File: src/rtl/wb_rr_arbiter_if.sv
// Bus bundle between N Wishbone masters, the round-robin arbiter and one shared slave.
// "master" is the arbiter's view (it masters the shared slave); "slave" is the surrounding system's view.
interface wb_rr_arbiter_if #(
    parameter int N_MASTERS     = 2,
    parameter int WB_ADDR_WIDTH = 32,
    parameter int WB_DATA_WIDTH = 32
);
    localparam int SW = WB_DATA_WIDTH / 8;

    // Master side: slice i belongs to master i.
    logic [N_MASTERS*WB_ADDR_WIDTH-1:0] m_ADR;
    logic [N_MASTERS*WB_DATA_WIDTH-1:0] m_DAT_W;
    logic [N_MASTERS*SW-1:0]            m_SEL;
    logic [N_MASTERS*3-1:0]             m_CTI;
    logic [N_MASTERS*2-1:0]             m_BTE;
    logic [N_MASTERS-1:0]               m_CYC;
    logic [N_MASTERS-1:0]               m_STB;
    logic [N_MASTERS-1:0]               m_WE;
    logic [N_MASTERS*WB_DATA_WIDTH-1:0] m_DAT_R;
    logic [N_MASTERS-1:0]               m_ACK;
    logic [N_MASTERS-1:0]               m_ERR;

    // Shared slave side.
    logic [WB_ADDR_WIDTH-1:0] s_ADR;
    logic [WB_DATA_WIDTH-1:0] s_DAT_W;
    logic [SW-1:0]            s_SEL;
    logic [2:0]               s_CTI;
    logic [1:0]               s_BTE;
    logic                     s_CYC;
    logic                     s_STB;
    logic                     s_WE;
    logic [WB_DATA_WIDTH-1:0] s_DAT_R;
    logic                     s_ACK;
    logic                     s_ERR;

    // Handshake: a slave phase completes on any cycle with s_CYC & s_STB & (s_ACK | s_ERR);
    // only the granted master sees that completion on its m_ACK/m_ERR bit.
    modport master (
        input  m_ADR, m_DAT_W, m_SEL, m_CTI, m_BTE, m_CYC, m_STB, m_WE,
        output m_DAT_R, m_ACK, m_ERR,
        output s_ADR, s_DAT_W, s_SEL, s_CTI, s_BTE, s_CYC, s_STB, s_WE,
        input  s_DAT_R, s_ACK, s_ERR
    );

    modport slave (
        output m_ADR, m_DAT_W, m_SEL, m_CTI, m_BTE, m_CYC, m_STB, m_WE,
        input  m_DAT_R, m_ACK, m_ERR,
        input  s_ADR, s_DAT_W, s_SEL, s_CTI, s_BTE, s_CYC, s_STB, s_WE,
        output s_DAT_R, s_ACK, s_ERR
    );
endinterface

File: src/rtl/wb_rr_arbiter.sv
// Round-robin Wishbone arbiter: N masters share one slave, grant held for a whole CYC,
// with an optional STB-to-ACK watchdog that answers the stuck master with a one-cycle ERR.
module wb_rr_arbiter #(
    parameter int N_MASTERS     = 2,
    parameter int WB_ADDR_WIDTH = 32,
    parameter int WB_DATA_WIDTH = 32,
    parameter int TIMEOUT       = 255
) (
    input  logic                 clk,
    input  logic                 rstn,
    wb_rr_arbiter_if.master      bus,
    output logic [N_MASTERS-1:0] gnt,
    output logic                 timeout_err,
    output logic                 state_o
);
    localparam int AW = WB_ADDR_WIDTH;
    localparam int DW = WB_DATA_WIDTH;
    localparam int SW = WB_DATA_WIDTH / 8;
    localparam int IW = (N_MASTERS > 1) ? $clog2(N_MASTERS) : 1;
    localparam int WW = (TIMEOUT > 0) ? $clog2(TIMEOUT + 1) : 1;

    typedef enum logic {
        IDLE  = 1'b0,
        OWNED = 1'b1
    } state_t;

    state_t                 state_q, state_d;
    logic [N_MASTERS-1:0]   gnt_q, gnt_d;
    logic [IW-1:0]          idx_q, idx_d;
    logic [IW-1:0]          last_q, last_d;
    logic [WW-1:0]          wait_q, wait_d;

    logic                   owned;
    logic                   expire_win;
    logic                   g_cyc;
    logic                   g_stb;
    logic                   s_stb;
    logic                   fire;

    // Outputs are gated by rstn so nothing leaks to the bus in the reset cycle itself.
    assign owned      = rstn && (state_q == OWNED);
    assign expire_win = (TIMEOUT != 0) && owned && (wait_q == WW'(TIMEOUT));

    always_ff @(posedge clk) begin
        if (!rstn) begin
            state_q <= IDLE;
            gnt_q   <= '0;
            idx_q   <= '0;
            last_q  <= IW'(N_MASTERS - 1);
            wait_q  <= '0;
        end else begin
            state_q <= state_d;
            gnt_q   <= gnt_d;
            idx_q   <= idx_d;
            last_q  <= last_d;
            wait_q  <= wait_d;
        end
    end

    always_comb begin
        logic          found;
        logic [IW-1:0] cand;
        logic [IW-1:0] pick;
        state_d = state_q;
        gnt_d   = gnt_q;
        idx_d   = idx_q;
        last_d  = last_q;
        wait_d  = wait_q;
        found   = 1'b0;
        cand    = '0;
        pick    = last_q;
        case (state_q)
            IDLE: begin
                wait_d = '0;
                for (int k = 1; k <= N_MASTERS; k++) begin
                    cand = IW'((int'(last_q) + k) % N_MASTERS);
                    if (!found && bus.m_CYC[cand]) begin
                        found = 1'b1;
                        pick  = cand;
                    end
                end
                if (found) begin
                    state_d     = OWNED;
                    idx_d       = pick;
                    gnt_d       = '0;
                    gnt_d[pick] = 1'b1;
                end
            end
            OWNED: begin
                if (!g_cyc) begin
                    state_d = IDLE;
                    last_d  = idx_q;
                    gnt_d   = '0;
                    wait_d  = '0;
                end else if (!s_stb || bus.s_ACK || bus.s_ERR) begin
                    wait_d = '0;
                end else if (wait_q != {WW{1'b1}}) begin
                    wait_d = wait_q + 1'b1;
                end
            end
            default: state_d = IDLE;
        endcase
    end

    always_comb begin
        bus.s_ADR   = '0;
        bus.s_DAT_W = '0;
        bus.s_SEL   = '0;
        bus.s_CTI   = '0;
        bus.s_BTE   = '0;
        bus.s_WE    = 1'b0;
        g_cyc       = 1'b0;
        g_stb       = 1'b0;
        for (int i = 0; i < N_MASTERS; i++) begin
            if (idx_q == IW'(i)) begin
                bus.s_ADR   = bus.m_ADR[i*AW +: AW];
                bus.s_DAT_W = bus.m_DAT_W[i*DW +: DW];
                bus.s_SEL   = bus.m_SEL[i*SW +: SW];
                bus.s_CTI   = bus.m_CTI[i*3 +: 3];
                bus.s_BTE   = bus.m_BTE[i*2 +: 2];
                bus.s_WE    = bus.m_WE[i];
                g_cyc       = bus.m_CYC[i];
                g_stb       = bus.m_STB[i];
            end
        end
        // The expiry cycle takes the slave off the bus; a same-cycle ACK still wins.
        bus.s_CYC   = owned && g_cyc && !expire_win;
        s_stb       = owned && g_cyc && g_stb && !expire_win;
        bus.s_STB   = s_stb;
        fire        = expire_win && g_cyc && g_stb && !bus.s_ACK;
        bus.m_ACK   = owned ? (gnt_q & {N_MASTERS{bus.s_ACK}}) : '0;
        bus.m_ERR   = owned ? (gnt_q & {N_MASTERS{bus.s_ERR || fire}}) : '0;
        bus.m_DAT_R = {N_MASTERS{bus.s_DAT_R}};
        gnt         = gnt_q;
        timeout_err = fire;
        state_o     = state_q;
    end
endmodule

File: src/flat_wrapper.sv
// flat-port wrapper written by rule: the top's interface ports become plain ports
module wb_rr_arbiter_flat 
#(
    parameter int N_MASTERS     = 2,
    parameter int WB_ADDR_WIDTH = 32,
    parameter int WB_DATA_WIDTH = 32,
    parameter int TIMEOUT       = 255
)
  (clk, rstn, gnt, timeout_err, state_o, bus_m_ADR, bus_m_DAT_W, bus_m_SEL, bus_m_CTI, bus_m_BTE, bus_m_CYC, bus_m_STB, bus_m_WE, bus_m_DAT_R, bus_m_ACK, bus_m_ERR, bus_s_ADR, bus_s_DAT_W, bus_s_SEL, bus_s_CTI, bus_s_BTE, bus_s_CYC, bus_s_STB, bus_s_WE, bus_s_DAT_R, bus_s_ACK, bus_s_ERR);
  wb_rr_arbiter_if #(.N_MASTERS(N_MASTERS), .WB_ADDR_WIDTH(WB_ADDR_WIDTH), .WB_DATA_WIDTH(WB_DATA_WIDTH)) bus_i ();
  input  logic clk;
  input  logic rstn;
  output logic [N_MASTERS-1:0] gnt;
  output logic timeout_err;
  output logic state_o;
  input wire logic [$bits(bus_i.m_ADR)-1:0] bus_m_ADR;
  input wire logic [$bits(bus_i.m_DAT_W)-1:0] bus_m_DAT_W;
  input wire logic [$bits(bus_i.m_SEL)-1:0] bus_m_SEL;
  input wire logic [$bits(bus_i.m_CTI)-1:0] bus_m_CTI;
  input wire logic [$bits(bus_i.m_BTE)-1:0] bus_m_BTE;
  input wire logic [$bits(bus_i.m_CYC)-1:0] bus_m_CYC;
  input wire logic [$bits(bus_i.m_STB)-1:0] bus_m_STB;
  input wire logic [$bits(bus_i.m_WE)-1:0] bus_m_WE;
  output wire logic [$bits(bus_i.m_DAT_R)-1:0] bus_m_DAT_R;
  output wire logic [$bits(bus_i.m_ACK)-1:0] bus_m_ACK;
  output wire logic [$bits(bus_i.m_ERR)-1:0] bus_m_ERR;
  output wire logic [$bits(bus_i.s_ADR)-1:0] bus_s_ADR;
  output wire logic [$bits(bus_i.s_DAT_W)-1:0] bus_s_DAT_W;
  output wire logic [$bits(bus_i.s_SEL)-1:0] bus_s_SEL;
  output wire logic [$bits(bus_i.s_CTI)-1:0] bus_s_CTI;
  output wire logic [$bits(bus_i.s_BTE)-1:0] bus_s_BTE;
  output wire logic [$bits(bus_i.s_CYC)-1:0] bus_s_CYC;
  output wire logic [$bits(bus_i.s_STB)-1:0] bus_s_STB;
  output wire logic [$bits(bus_i.s_WE)-1:0] bus_s_WE;
  input wire logic [$bits(bus_i.s_DAT_R)-1:0] bus_s_DAT_R;
  input wire logic [$bits(bus_i.s_ACK)-1:0] bus_s_ACK;
  input wire logic [$bits(bus_i.s_ERR)-1:0] bus_s_ERR;
  assign bus_i.m_ADR = bus_m_ADR;
  assign bus_i.m_DAT_W = bus_m_DAT_W;
  assign bus_i.m_SEL = bus_m_SEL;
  assign bus_i.m_CTI = bus_m_CTI;
  assign bus_i.m_BTE = bus_m_BTE;
  assign bus_i.m_CYC = bus_m_CYC;
  assign bus_i.m_STB = bus_m_STB;
  assign bus_i.m_WE = bus_m_WE;
  assign bus_m_DAT_R = bus_i.m_DAT_R;
  assign bus_m_ACK = bus_i.m_ACK;
  assign bus_m_ERR = bus_i.m_ERR;
  assign bus_s_ADR = bus_i.s_ADR;
  assign bus_s_DAT_W = bus_i.s_DAT_W;
  assign bus_s_SEL = bus_i.s_SEL;
  assign bus_s_CTI = bus_i.s_CTI;
  assign bus_s_BTE = bus_i.s_BTE;
  assign bus_s_CYC = bus_i.s_CYC;
  assign bus_s_STB = bus_i.s_STB;
  assign bus_s_WE = bus_i.s_WE;
  assign bus_i.s_DAT_R = bus_s_DAT_R;
  assign bus_i.s_ACK = bus_s_ACK;
  assign bus_i.s_ERR = bus_s_ERR;
  wb_rr_arbiter #(.N_MASTERS(N_MASTERS), .WB_ADDR_WIDTH(WB_ADDR_WIDTH), .WB_DATA_WIDTH(WB_DATA_WIDTH), .TIMEOUT(TIMEOUT)) u_core (.clk(clk), .rstn(rstn), .bus(bus_i), .gnt(gnt), .timeout_err(timeout_err), .state_o(state_o));
endmodule
File: config.mk
export PLATFORM = sky130hd
export DESIGN_NAME = wb_rr_arbiter_flat
export DESIGN_NICKNAME = d
export VERILOG_FILES = /design/src/rtl/wb_rr_arbiter_if.sv /design/src/rtl/wb_rr_arbiter.sv /design/src/flat_wrapper.sv
export SDC_FILE = /design/constraint.sdc
export NUM_CORES = 1
export LEC_CHECK = 0
export CORE_AREA = 5 5 129 131
export CTS_CLUSTER_SIZE = 10
export DETAILED_ROUTE_END_ITERATION = 8
export DIE_AREA = 0 0 134 136
export PLACE_DENSITY_LB_ADDON = 0.2
export SYNTH_ARGS = -nofsm -noshare
export SYNTH_HDL_FRONTEND = slang
export SYNTH_SLANG_ARGS = --single-unit
File: constraint.sdc
create_clock -name clk -period 3 [get_ports clk]
set_clock_uncertainty 0.1 [all_clocks]
set_input_delay 0.3 -clock clk [delete_from_list [all_inputs] [get_ports clk]]
set_output_delay 0.3 -clock clk [all_outputs]
set_load 0.005 [all_outputs]
# == Word level (Yosys, flattened, before mapping) ==
# Index checks and enable logic that the tools add are counted.
# word_totals
input_bits,188
output_inout_bits,148
ff_bits,13
wordCells,75
# classes
n_addsub,3
n_bitwise,4
n_eq_ne,5
muxes,33
magnitude_cmp,4
n_reduce_logical,21
# op_table
cell,count
32-bit two-way mux,2
8-bit two-way mux,3
1-bit two-way mux,17
8-bit case mux with 2 select lines,1
1-bit logical AND,11
2-bit two-way mux,5
"8-bit by 1-bit adder with 8-bit output, second input constant",1
"8-bit equality test, second input constant",1
"8-bit inequality test, second input constant",1
"1-bit by 2-bit less-than comparator with 1-bit output, second input constant",3
2-bit AND reduction,3
2-bit AND,2
1-bit logical NOT,4
4-bit two-way mux,1
"4-bit inequality test, second input constant",1
2-bit case mux with 2 select lines,1
1-bit logical OR,3
3-bit two-way mux,1
"1-bit adder, second input constant",2
"2-bit by 1-bit inequality test with 1-bit output, second input constant",1
"2-bit inequality test, second input constant",1
1-bit inverter,2
1-bit case mux with 2 select lines,1
1-bit demux with 1-bit select,1
"1-bit >= comparator, second input constant",1

# == Depth between registers and ports, before layout ==
# depth
ltp_word,15
depth_mapped,6
depth_no_buf,5

# == Worst setup path before layout ==
# OpenSTA, ideal clock, no wires.
# synth_path
path_kind,register to output
from,reg u_core.idx_q
to,out bus_s_DAT_W[20]
stages_incl_launch_ff,5
slack_ns,1.122
arrival_time_ns,1.478
required_time_ns,2.600
cell_sequence,dfxtp_1 -> buf_4 -> clkbuf_1 -> buf_1 -> mux2_2
# synth_between
elab_chain_len,1
# synth_rtl
item,line,text
"start, declared",wb_rr_arbiter.sv:29,"logic [IW-1:0] idx_q, idx_d;"
"start signal, assigned",wb_rr_arbiter.sv:54,idx_q <= idx_d;
32-bit two-way mux,wb_rr_arbiter.sv:115,if (idx_q == IW'(i)) begin
"end, declared",flat_wrapper.sv:28,output wire logic [$bits(bus_i.s_DAT_W)-1:0] bus_s_DAT_W;
# No other way between the ends.

# == Final worst setup path ==
# layout_path
from,reg u_core.wait_q[0]
to,out bus_m_ERR[0]
# layout_between
elab_chain_len,8
# layout_rtl
item,line,text
"start, declared",wb_rr_arbiter.sv:31,"logic [WW-1:0] wait_q, wait_d;"
"start signal, assigned",wb_rr_arbiter.sv:56,wait_q <= wait_d;
8-bit equality test,wb_rr_arbiter.sv:42,assign expire_win = (TIMEOUT != 0) && owned && (wait_q == WW'(TIMEOUT));
1-bit logical AND,wb_rr_arbiter.sv:42,
1-bit logical AND (3 in series),wb_rr_arbiter.sv:130,fire = expire_win && g_cyc && g_stb && !bus.s_ACK;
1-bit logical OR,wb_rr_arbiter.sv:132,bus.m_ERR = owned ? (gnt_q & {N_MASTERS{bus.s_ERR || fire}}) : '0;
2-bit AND,wb_rr_arbiter.sv:132,
2-bit two-way mux,wb_rr_arbiter.sv:132,
"end, declared",flat_wrapper.sv:26,output wire logic [$bits(bus_i.m_ERR)-1:0] bus_m_ERR;
# No other way between the ends.

==> metrics.txt <==
Synth cell types=29; vias in the first global route=~2300; async set-reset flop share out of synthesis=0; Hold Path End=u_core.wait_q[0]; DRT iter0 DRCs=38; Synth Flop Type=dfxtp_1; hold_ws=370 ps; gpl congestion=0.688; Leakage=about 1.5 nW; worst slew pin tran=around 560 ps; Rows=46; Post-synth EDFFs=0; HP Class=flop to flop; first-pass GRT wire length=between 10 and 15 mm; DR DRC count=0; Hold Vio Cnt, Final=0; setup violators final=0; io pins=336; Critical Path End Type=output port; postcts setup bufs=0; Flop pwr share=0.182; #FFs+latches synth=13; WL per Instance=roughly 14 um; Synth-to-Final Area Change=111%; drt via density=about 3.7; unrepaired setup endpoints after global routing=false; period utilization=0.838; Rel. slew slack=0.624; Routed Antenna Nets=0; largest net degree at the start of global routing=46; Required @ worst endpoint=2600 ps; via count=around 2200; CTS tree=yes; cell with the most instances after synthesis=mux2_2; layout cell share with drive strength beyond 1=0.204; synth cell count leaders=mux2_2, buf_4, nor2_1; Worst Hold Depth=1; Worst-path clk slew=about 40 ps; Fmax=398 MHz; Max clock buf depth=2; MaxCap Viol Count=0; clock share of power=0.237; Placeable Area=15500 um2; Seq/Total Area, Yosys=0.131; Reg2Reg Setup Slack=roughly 1200 ps; chip height=136 um; logic gate share of total power=0.580; clock root buffer=clkbuf_16; DP HPWL=7.39 mm; largest cells by area after synthesis=mux2_2, buf_4, dfxtp_1; critical-path maximum fanout=5; reg2reg start=u_core.idx_q; total track usage=0.0802; Hold Crit Start=u_core.wait_q[0]; Synth Area per Inst=roughly 8.7 um2; Die ar.=roughly 18000 um2; H-tree levels=1; minimum clock period=2510 ps; warnings from Yosys=0; DR pass1 iterations=3; Post-Synthesis Cells=230; CP arrival=2110 ps; Final Max Tran Viols=0; Num CTS Buffers=3; PostCTS Resize Cnt=0; leading area contributor after synthesis=mux2_2; Net Switching=about 230 uW; worst vdd rail ir drop=about 0.19 mV; Antenna Cells=0; share of the synthesized area in the top cell type=0.418; port bufs=239; Congestion Overflow GR=0; power per cell area=approximately 250 nW/um2; Post-Route WL=8.41 mm; Synth Net Count=approximately 420; Reg2Reg Depth=5; Setup Crit Path Kind=flop to output port; Die W=134 um; Cell Area, Synth=1990 um2; worst skew pair latency=around 240 ps; Starting Density=0.129; quantity of hold-fixing buffers added after cts=0; initial antenna violation count=0; Final nets=between 500 and 600; TNS Setup=0 ps; nature of the critical path startpoint=flop; Internal=approximately 810 uW; outcome=completed; Sink Count=13; Sw Ratio=0.224; FF-to-FF End=u_core.wait_q[5]
[state kept, by name (all words and copies together) (netlist names)]
name	count
u_core.last_q	1
u_core.state_o	1
u_core.idx_q	1
u_core.wait_q	8
u_core.gnt	2
[how the worst max path moves through the flow]
stage	slack, ps	depth (start not counted)	end	start
after floorplan	1120	4	bus_s_DAT_W[20]	u_core.idx_q
after global placement	570	5	bus_s_STB	bus_m_CYC[1]
after detailed placement	580	5	bus_s_STB	bus_m_CYC[1]
after CTS	480	6	bus_m_ERR[0]	u_core.wait_q[0]
after global routing	360	6	bus_m_ERR[1]	u_core.wait_q[0]
final	490	6	bus_m_ERR[0]	u_core.wait_q[0]
[metrics by stage]
stage                     instances  total power [mW]  utilization  setup WS, ps  cell area (um2)
final                           594              1.04        0.272           486             4210
after global routing            594              1.10        0.272           356             4210
after CTS                       594              1.06        0.272           477             4210
after detailed placement        590             0.805        0.267           584             4130
after global placement          590             0.805        0.267           574             4130
after floorplan                 230             0.446            -          1120             1990
[cell usage in the layout, fill, tap and decap left out, types with 4 or more instances in the layout]
cell type / Yosys / routed
mux2_2: 74 / 74
a21oi_1: 5 / 5
o21ai_0: 4 / 4
nor2_1: 21 / 21
nand2_1: 6 / 6
clkdlybuf4s50_1: 0 / 239
dfxtp_1: 13 / 12
[layout make-up]
type,instances,area [um2]
fillers,1640,11300
repair buffers,242,2410
multi-input cells,140,1200
flip-flops and latches,13,264
well taps,192,240
clock buffers,4,78.8
inverters,3,11.3
[worst max-delay path: stages, from the launching register on]
cell             delay, ps
dfxtp_1                370
ha_1                   200
nand3_1                180
nor2_1                 300
a32oi_1                190
nor2b_1                130
clkdlybuf4s50_1        510
[metal layers]
metal / wire (um) / GRT usage
met5: 0 / 0
met4: 291 / 0.0326
met3: 1190 / 0.0333
met2: 4220 / 0.147
met1: 2710 / 0.0802
[cells by family (layout without fill, tap and decap cells)]
kind of cell / count (synthesis) / count (layout) / synth area share
compound gates: 12 / 12 / 0.0345
xor+xnor: 4 / 4 / 0.0176
fa+ha+maj: 1 / 1 / 0.00628
buf+inv: 77 / 249 / 0.268
flops: 13 / 13 / 0.131
mux: 76 / 76 / 0.428
simple gates: 47 / 47 / 0.114
[power by group through the flow]
stage          Clock, mW  Combinational, mW  Sequential, mW
6_report           0.247              0.604           0.189
5_1_grt            0.267              0.647           0.191
4_1_cts            0.252              0.616           0.190
3_5_place_dp           0              0.612           0.193
3_3_place_gp           0              0.612           0.193
2_1_floorplan          0              0.259           0.187
Power figures use the tool's default switching activity.
